**src/rtl/gray_pkg.sv**
```systemverilog
// Gray-code helpers shared by the encoder/decoder family and their benches.
// Functions operate on GRAY_MAX_WIDTH bits; narrower codes are zero-extended.
package gray_pkg;

    localparam int unsigned GRAY_MAX_WIDTH = 16;

    function automatic logic [GRAY_MAX_WIDTH-1:0] bin2gray(input logic [GRAY_MAX_WIDTH-1:0] b);
        return b ^ (b >> 1);
    endfunction

    // Prefix XOR from the MSB down; zero-extended upper bits stay zero.
    function automatic logic [GRAY_MAX_WIDTH-1:0] gray2bin(input logic [GRAY_MAX_WIDTH-1:0] g);
        logic [GRAY_MAX_WIDTH-1:0] r;
        r[GRAY_MAX_WIDTH-1] = g[GRAY_MAX_WIDTH-1];
        for (int i = GRAY_MAX_WIDTH - 2; i >= 0; i--) begin
            r[i] = r[i+1] ^ g[i];
        end
        return r;
    endfunction

endpackage

```
**src/rtl/bin_to_gray_comb.sv**
```systemverilog
// Combinational WIDTH-bit binary-to-Gray encoder.
// Zero latency, no flow control.
module bin_to_gray_comb #(
    parameter int WIDTH = 4
) (
    input  logic [WIDTH-1:0] bin_i,
    output logic [WIDTH-1:0] gray_o
);

    assign gray_o = bin_i ^ (bin_i >> 1);

endmodule

```
**src/rtl/bin_to_gray_counter.sv**
```systemverilog
// Registered binary up/down counter with Gray-coded copy and rollover pulse.
// One-cycle latency from inputs to all outputs; no backpressure, load > en > hold.
module bin_to_gray_counter
    import gray_pkg::*;
#(
    parameter int WIDTH = 4
) (
    input  logic             clk,
    input  logic             rst,
    input  logic             en,
    input  logic             up,
    input  logic             load,
    input  logic [WIDTH-1:0] load_val,
    output logic [WIDTH-1:0] bin,
    output logic [WIDTH-1:0] gray,
    output logic             wrap
);

    localparam logic [WIDTH-1:0] ONE = WIDTH'(1);

    // Out-of-range widths fail elaboration on the missing module.
    if (WIDTH < 2 || WIDTH > GRAY_MAX_WIDTH) begin : g_bad_width
        illegal_width_parameter u_bad ();
    end

    logic [WIDTH-1:0] bin_q, bin_d;
    logic [WIDTH-1:0] gray_q, gray_d;
    logic             wrap_q, wrap_d;

    always_comb begin
        bin_d  = bin_q;
        wrap_d = 1'b0;
        if (load) begin
            bin_d = load_val;
        end else if (en) begin
            if (up) begin
                bin_d  = bin_q + ONE;
                wrap_d = &bin_q;
            end else begin
                bin_d  = bin_q - ONE;
                wrap_d = ~|bin_q;
            end
        end
    end

    // Encoding the next value keeps gray and bin consistent in the same cycle.
    bin_to_gray_comb #(
        .WIDTH (WIDTH)
    ) u_enc (
        .bin_i  (bin_d),
        .gray_o (gray_d)
    );

    always_ff @(posedge clk or posedge rst) begin
        if (rst) begin
            bin_q  <= '0;
            gray_q <= '0;
            wrap_q <= 1'b0;
        end else begin
            bin_q  <= bin_d;
            gray_q <= gray_d;
            wrap_q <= wrap_d;
        end
    end

    assign bin  = bin_q;
    assign gray = gray_q;
    assign wrap = wrap_q;

endmodule

```
**config.mk**
```make
export PLATFORM = sky130hd
export DESIGN_NAME = bin_to_gray_counter
export DESIGN_NICKNAME = d
export VERILOG_FILES = /design/src/rtl/gray_pkg.sv /design/src/rtl/bin_to_gray_comb.sv /design/src/rtl/bin_to_gray_counter.sv
export SDC_FILE = /design/constraint.sdc
export NUM_CORES = 1
export LEC_CHECK = 0
export ABC_AREA = 1
export CAP_MARGIN = 20
export CORE_AREA = 8 8 45 47
export DETAILED_ROUTE_END_ITERATION = 16
export DIE_AREA = 0 0 53 55
export GPL_ROUTABILITY_DRIVEN = 1
export PLACE_DENSITY = 0.72
export SYNTH_ARGS = -nofsm -noshare
export SYNTH_HDL_FRONTEND = slang
export SYNTH_HIERARCHICAL = 1
export SYNTH_SLANG_ARGS = --single-unit
```
**constraint.sdc**
```tcl
create_clock -name clk -period 3.9 [get_ports clk]
set_input_delay 1.17 -clock clk [delete_from_list [all_inputs] [get_ports clk]]
set_output_delay 1.17 -clock clk [all_outputs]
set_load 0.1 [all_outputs]
```
==> results.py, run 1 <==
metrics = {
    "setup_path": {
        "cpPeakStageDelay_ns": 1.14,
        "cpMaxStageDelayCell": "clkdlybuf4s50_1",
        "crit_cells": 1,
        "worstSetupPathType": "flop to output pin",
        "cp_cell_sequence": "clkdlybuf4s50_1",
        "cpLargestDelayFamily": "buffers and inverters",
        "endpoint_kind": "output pin",
        "startpoint": "gray[1]",
        "reg2regPathDepth": 9,
        "critPathMaxFanout": 1,
        "critPathBufInv": 1,
        "critPathArrivalTime_ns": 1.73,
        "start_kind": "flop",
        "r2r-start": "bin[0]",
        "required_ns": 2.73,
    },
    "layout": {
        "insertedDiodeCount": 0,
        "nNetsFinal": 102,
        "final_area_sq_um": 708.2,
        "final_cells": 105,
        "final_layout_size_suffix_gt1_share_pct": 7.865,
        "area_delta_synth_final_pct": 39.07,
        "fin_util_pct": 51.18,
    },
    "clock_tree": {
        "post_cts_buffers": 0,
        "numCtsBuffers": 3,
        "path_clk_slew_ns": 0.06,
        "htree_levels": 1,
        "cts_resized": 0,
        "root_buffer": "clkbuf_4",
        "clock_sinks": 9,
        "cts_max_path_buffers": 2,
        "cts_tree": "done",
        "clkLatencyLatePin_ns": 0.25,
        "holdBufCountCts": 0,
    },
    "power_and_ir_drop": {
        "pwr_density_cell_nw_per_um2": 529.8,
        "p_sw_uw": 182.4,
        "p_leak_uw": 0.0003735,
        "irDropWorstVdd_mv": 0.2214,
        "seqPwrFrac_pct": 31.4,
        "internal_power_uw": 192.8,
        "clkPwrFrac_pct": 18.3,
        "switching_share_pct": 48.63,
        "comb_power_share_pct": 50.3,
    },
    "route": {
        "vias": 495,
        "wire_per_inst_um": 10.78,
        "finalWirelength_mm": 1.132,
        "first_pass_iters": 4,
        "drtIter0Drc": 3,
        "drc": 0,
        "via_per_inst": 4.714,
        "ant_nets": 0,
    },
    "worst_hold_path": {
        "worstHoldStart": "bin[3]",
        "hold_path.class": "flop to flop",
        "holdPathStages": 3,
    },
    "grt": {
        "gr-usage-all-layers_pct": 8.650,
        "antenna_found_initial": 0,
        "grt_pass1_vias": 494,
        "globalRouteOverflowTotal": 0,
        "grt_pass1_wl_mm": 1.876,
        "grt_max_degree": 10,
    },
    "timing": {
        "setup_viol": 0,
        "finalCritPeriodShare_pct": 74.28,
        "drv_slew": 0,
        "max_slew_margin_pct": 34.94,
        "finalSetupTns_ns": 0,
        "rsz0062_at_grt": "false",
        "finalWorstSetupSlack_ns": 1.003,
        "max_freq_ghz": 0.3452,
        "period_needed_ns": 2.897,
        "max_slew.worst_pin.slew_ns": 0.9728,
        "hold_viol": 0,
        "fin_skew_ns": 0.002142,
    },
    "placed_design": {
        "place_inst": 101,
        "dpl_worst_slack_ns": 0.8151,
        "portBuffers": 17,
        "place.gp.congestion": 0.7618,
        "hpwl_um": 937.2,
        "placed_cell_area_sq_um": 681.9,
    },
    "yosys": {
        "synth_seq_cells": 9,
        "syn-num-nets": 81,
        "yosysWarnings": 6,
        "post_synth_num_cell_types": 14,
        "syn_inst": 69,
        "synth_area_sq_um": 509.2,
        "avgSynthCellArea_sq_um": 7.380,
        "seq_area_frac_synth_pct": 44.23,
    },
    "floorplanning": {
        "boundaryPins": 18,
        "core_sq_um": 1384,
        "start_util_pct": 36.80,
        "die_h_um": 55,
        "rows": 14,
        "dieArea_sq_um": 2915,
        "die_x_um": 53,
    },
    "outcome": {
        "status": "completed",
    },
    "job": {
        "drv_cap": 0,
    },
}
==> power by group through the flow <==
stage	Clock (uW)	Combinational, uW	Sequential, uW
global placement	0	187	119
detailed placement	0	190	119
CTS	72.3	190	118
floorplan	0	45.0	218
finish	68.7	189	118
global route	78.4	200	120
==> cells in the mapped netlist <==
master	number	share of area, %
nor2_1	7	5.2
dfrtp_1	9	44
xnor2_1	1	1.7
ha_1	2	4.9
buf_4	1	1.5
o21ai_1	2	2.0
nand2_1	26	19
or2_1	1	1.2
fa_1	1	3.9
o21ai_0	1	0.98
inv_1	10	7.4
nand3_1	2	2.0
a21oi_1	5	4.9
nor3_1	1	0.98
==> tightest hold or removal path, cell delays in order (launching register included) <==
cell and delay (ns):
dfrtp_1 0.38, nor2_1 0.05, a21oi_1 0.13, nor3_1 0.06
==> per-layer routing <==
metal / global-route usage, % / wire (um)
met5: 0 / 0
met4: 6.466 / 14
met2: 15.63 / 580
met1: 8.087 / 455
met3: 2.674 / 81
==> sequential cells by signal (all words and copies together), names as in the netlist <==
| signal | flops |
|---|---|
| bin | 4 |
| gray | 4 |
| wrap | 1 |
==> per-stage QoR <==
step | total power [uW] | hold WS [ns]
after floorplan | 262.9 | 0.9979
after global placement | 306.7 | 0.6646
after detailed placement | 308.9 | 0.6646
after CTS | 380.0 | 0.6734
after global routing | 398.7 | 0.7357
final | 375.2 | 0.6629
==> final cells by class <==
cell class | count | area (sq um)
Clock buffer | 4 | 26.28
Fill cell | 144 | 675.6
Inverter | 10 | 37.54
Multi-Input combinational cell | 49 | 239.0
Sequential cell | 9 | 225.2
Tap cell | 16 | 20.02
Timing Repair Buffer | 17 | 160.2
==> final timing paths <==
| path | end | slack, ns |
|---|---|---|
| setup / recovery | gray[1] | 1.00 |
| hold / removal | wrap | 0.66 |
| setup reg to reg | gray[1] | 2.17 |
| hold reg to reg | wrap | 0.66 |
| max in group asynchronous | gray[0] | 2.49 |
| min in group asynchronous | gray[3] | 1.17 |
==> cell families after synthesis <==
logic type,after synthesis,synth area share [%]
simple gates,37,28.50
buf+inv,11,8.847
flops,9,44.23
compound gates,8,7.861
fa+ha+maj,3,8.845
xor+xnor,1,1.720
==> layout by cell type, fill, tap and decap left out <==
cell type and count:
ha_1 2, clkbuf_1 1, o21ai_1 2, nand3_1 2, nor2_1 7, nor3_1 1, nand2_1 26, clkbuf_4 3
buf_4 4, dfrtp_1 9, clkdlybuf4s50_1 13, a21oi_1 5, o21ai_0 1, xnor2_1 1, or2_1 1, fa_1 1
inv_1 10
No activity file was read; power rests on OpenSTA's default activity.
==> inputs of run 2 (changes only) <==
Clock period 3.9 ns to 3 ns, I/O delays scaled along.
==> run 2 against run 1 <==
  * Critical path type is now input pin to flop
  * Clock-buffer cell count unchanged
  * Flip-flop and latch count did not move
  * Sequential share of layout area grew 0.57 points
  * Core utilization down 0.90 points
  * Hold slack better by 0.025 ns
  * Non-clock buffer count unchanged
==> results.py, run 2 (synthesized netlist as in run 1, its figures left out) <==
metrics = {
    "clock_tree": {
        "holdBufCountCts": 0,
        "path_clk_slew_ns": 0.06,
        "cts_tree": "done",
        "cts_resized": 0,
        "clkLatencyLatePin_ns": 0.25,
        "post_cts_buffers": 0,
        "htree_levels": 1,
        "clock_sinks": 9,
        "cts_max_path_buffers": 2,
        "root_buffer": "clkbuf_4",
        "numCtsBuffers": 3,
    },
    "timing": {
        "finalSetupTns_ns": 0,
        "rsz0062_at_grt": "false",
        "hold-worst-slack_ns": 0.6877,
        "fin_skew_ns": 0.0002491,
        "max_freq_ghz": 0.3887,
        "finalWorstSetupSlack_ns": 0.4273,
        "hold_viol": 0,
        "max_slew_margin_pct": 78.58,
        "drv_slew": 0,
        "setup_viol": 0,
        "finalCritPeriodShare_pct": 85.76,
        "period_needed_ns": 2.573,
        "max_slew.worst_pin.slew_ns": 0.3192,
    },
    "layout": {
        "insertedDiodeCount": 0,
        "layout_commonest_cell": "nand2_1",
        "area_delta_synth_final_pct": 36.61,
        "final_layout_size_suffix_gt1_share_pct": 13.48,
        "final_area_sq_um": 695.7,
        "final_cell_mix": "26 x nand2_1, 10 x inv_1, 9 x dfrtp_1, 9 x buf_4, 8 x clkdlybuf4s50_1",
        "nNetsFinal": 102,
    },
    "power_and_ir_drop": {
        "p_total_uw": 484.8,
        "pwr_density_cell_nw_per_um2": 696.9,
        "irDropWorstVdd_mv": 0.2850,
        "p_leak_uw": 0.0003794,
    },
    "setup_path": {
        "critPathArrivalTime_ns": 2.72,
        "worstSetupPathType": "input pin to flop",
        "reg2reg_slack_ns": 1.25,
        "r2r-end": "gray[2]",
        "critPathMaxFanout": 5,
        "endpoint_kind": "flop",
        "start_kind": "input pin",
        "reg2regPathDepth": 9,
        "r2r-start": "bin[0]",
        "required_ns": 3.15,
    },
    "grt": {
        "gr-usage-all-layers_pct": 8.880,
        "grt_pass1_vias": 474,
        "grt_pass1_wl_mm": 1.945,
        "globalRouteOverflowTotal": 0,
        "antenna_found_initial": 0,
        "grt_max_degree": 10,
    },
    "worst_hold_path": {
        "min_to": "wrap",
        "holdPathStages": 3,
        "hold_path.class": "flop to flop",
        "worstHoldStart": "bin[3]",
    },
    "route": {
        "vias": 479,
        "via_per_inst": 4.562,
        "ant_nets": 0,
        "drc": 0,
        "drtIter0Drc": 3,
        "finalWirelength_mm": 1.142,
        "wire_per_inst_um": 10.88,
        "first_pass_iters": 4,
    },
    "placed_design": {
        "portBuffers": 17,
        "place.gp.congestion": 0.7832,
        "hpwl_um": 924,
        "placed_cell_area_sq_um": 669.4,
        "dpl_worst_slack_ns": 0.1564,
    },
    "floorplanning": {
        "rows": 14,
        "core_sq_um": 1384,
        "die_h_um": 55,
        "dieArea_sq_um": 2915,
        "start_util_pct": 36.80,
        "die_x_um": 53,
        "boundaryPins": 18,
    },
    "outcome": {
        "status": "completed",
    },
    "job": {
        "drv_cap": 0,
    },
}
run 2: cell types whose count changed in the layout (fill, tap and decap cells not counted):
cell             delta
clkdlybuf4s50_1     -5
buf_4               +5
run 2: area by class of cell:
| cell class | instances | area [sq um] |
|---|---|---|
| fillers | 139 | 688.2 |
| multi-input cells | 49 | 239.0 |
| repair buffers | 17 | 147.6 |
| inverters | 10 | 37.54 |
| well taps | 16 | 20.02 |
| clock buffers | 4 | 26.28 |
| flip-flops and latches | 9 | 225.2 |
run 2: power by group:
group / internal (uW) / switching, uW / leakage [uW] / total, uW
registers: 139 / 14.7 / 0.000108 / 154
logic: 56.9 / 184 / 0.000256 / 241
clock network: 51.1 / 39.4 / 0.0000150 / 90.5
run 2: how the worst max path moves through the flow:
stage | from | to | slack, ns | cells past startpoint
after floorplan | up | gray[2] | 0.84 | 10
after global placement | up | gray[2] | 0.17 | 11
after detailed placement | up | gray[1] | 0.16 | 11
after CTS | up | gray[2] | 0.42 | 11
after global routing | up | gray[2] | 0.17 | 11
final | up | gray[2] | 0.43 | 11
run 2: stage by stage:
step / std cells / util, %
after global placement: 101 / 48.37
after floorplan: 69 / -
after detailed placement: 101 / 48.37
final: 105 / 50.27
after CTS: 105 / 50.27
after global routing: 105 / 50.27
run 2: routing by layer:
layer	vias up	part of all wire (%)	GRT usage (%)
met4	0	0.79	6.466
met2	9	49	15.63
li1	249	-	-
met5	-	0	0
met1	219	43	8.892
met3	2	6.7	2.406
run 2: worst max-delay path, cell delays in order:
cell             delay [ns]
clkdlybuf4s50_1        0.50
inv_1                  0.12
fa_1                   0.45
nand2_1                0.08
nand2_1                0.04
nor2_1                 0.09
a21oi_1                0.04
o21ai_1                0.28
inv_1                  0.10
nand2_1                0.07
nand2_1                0.05
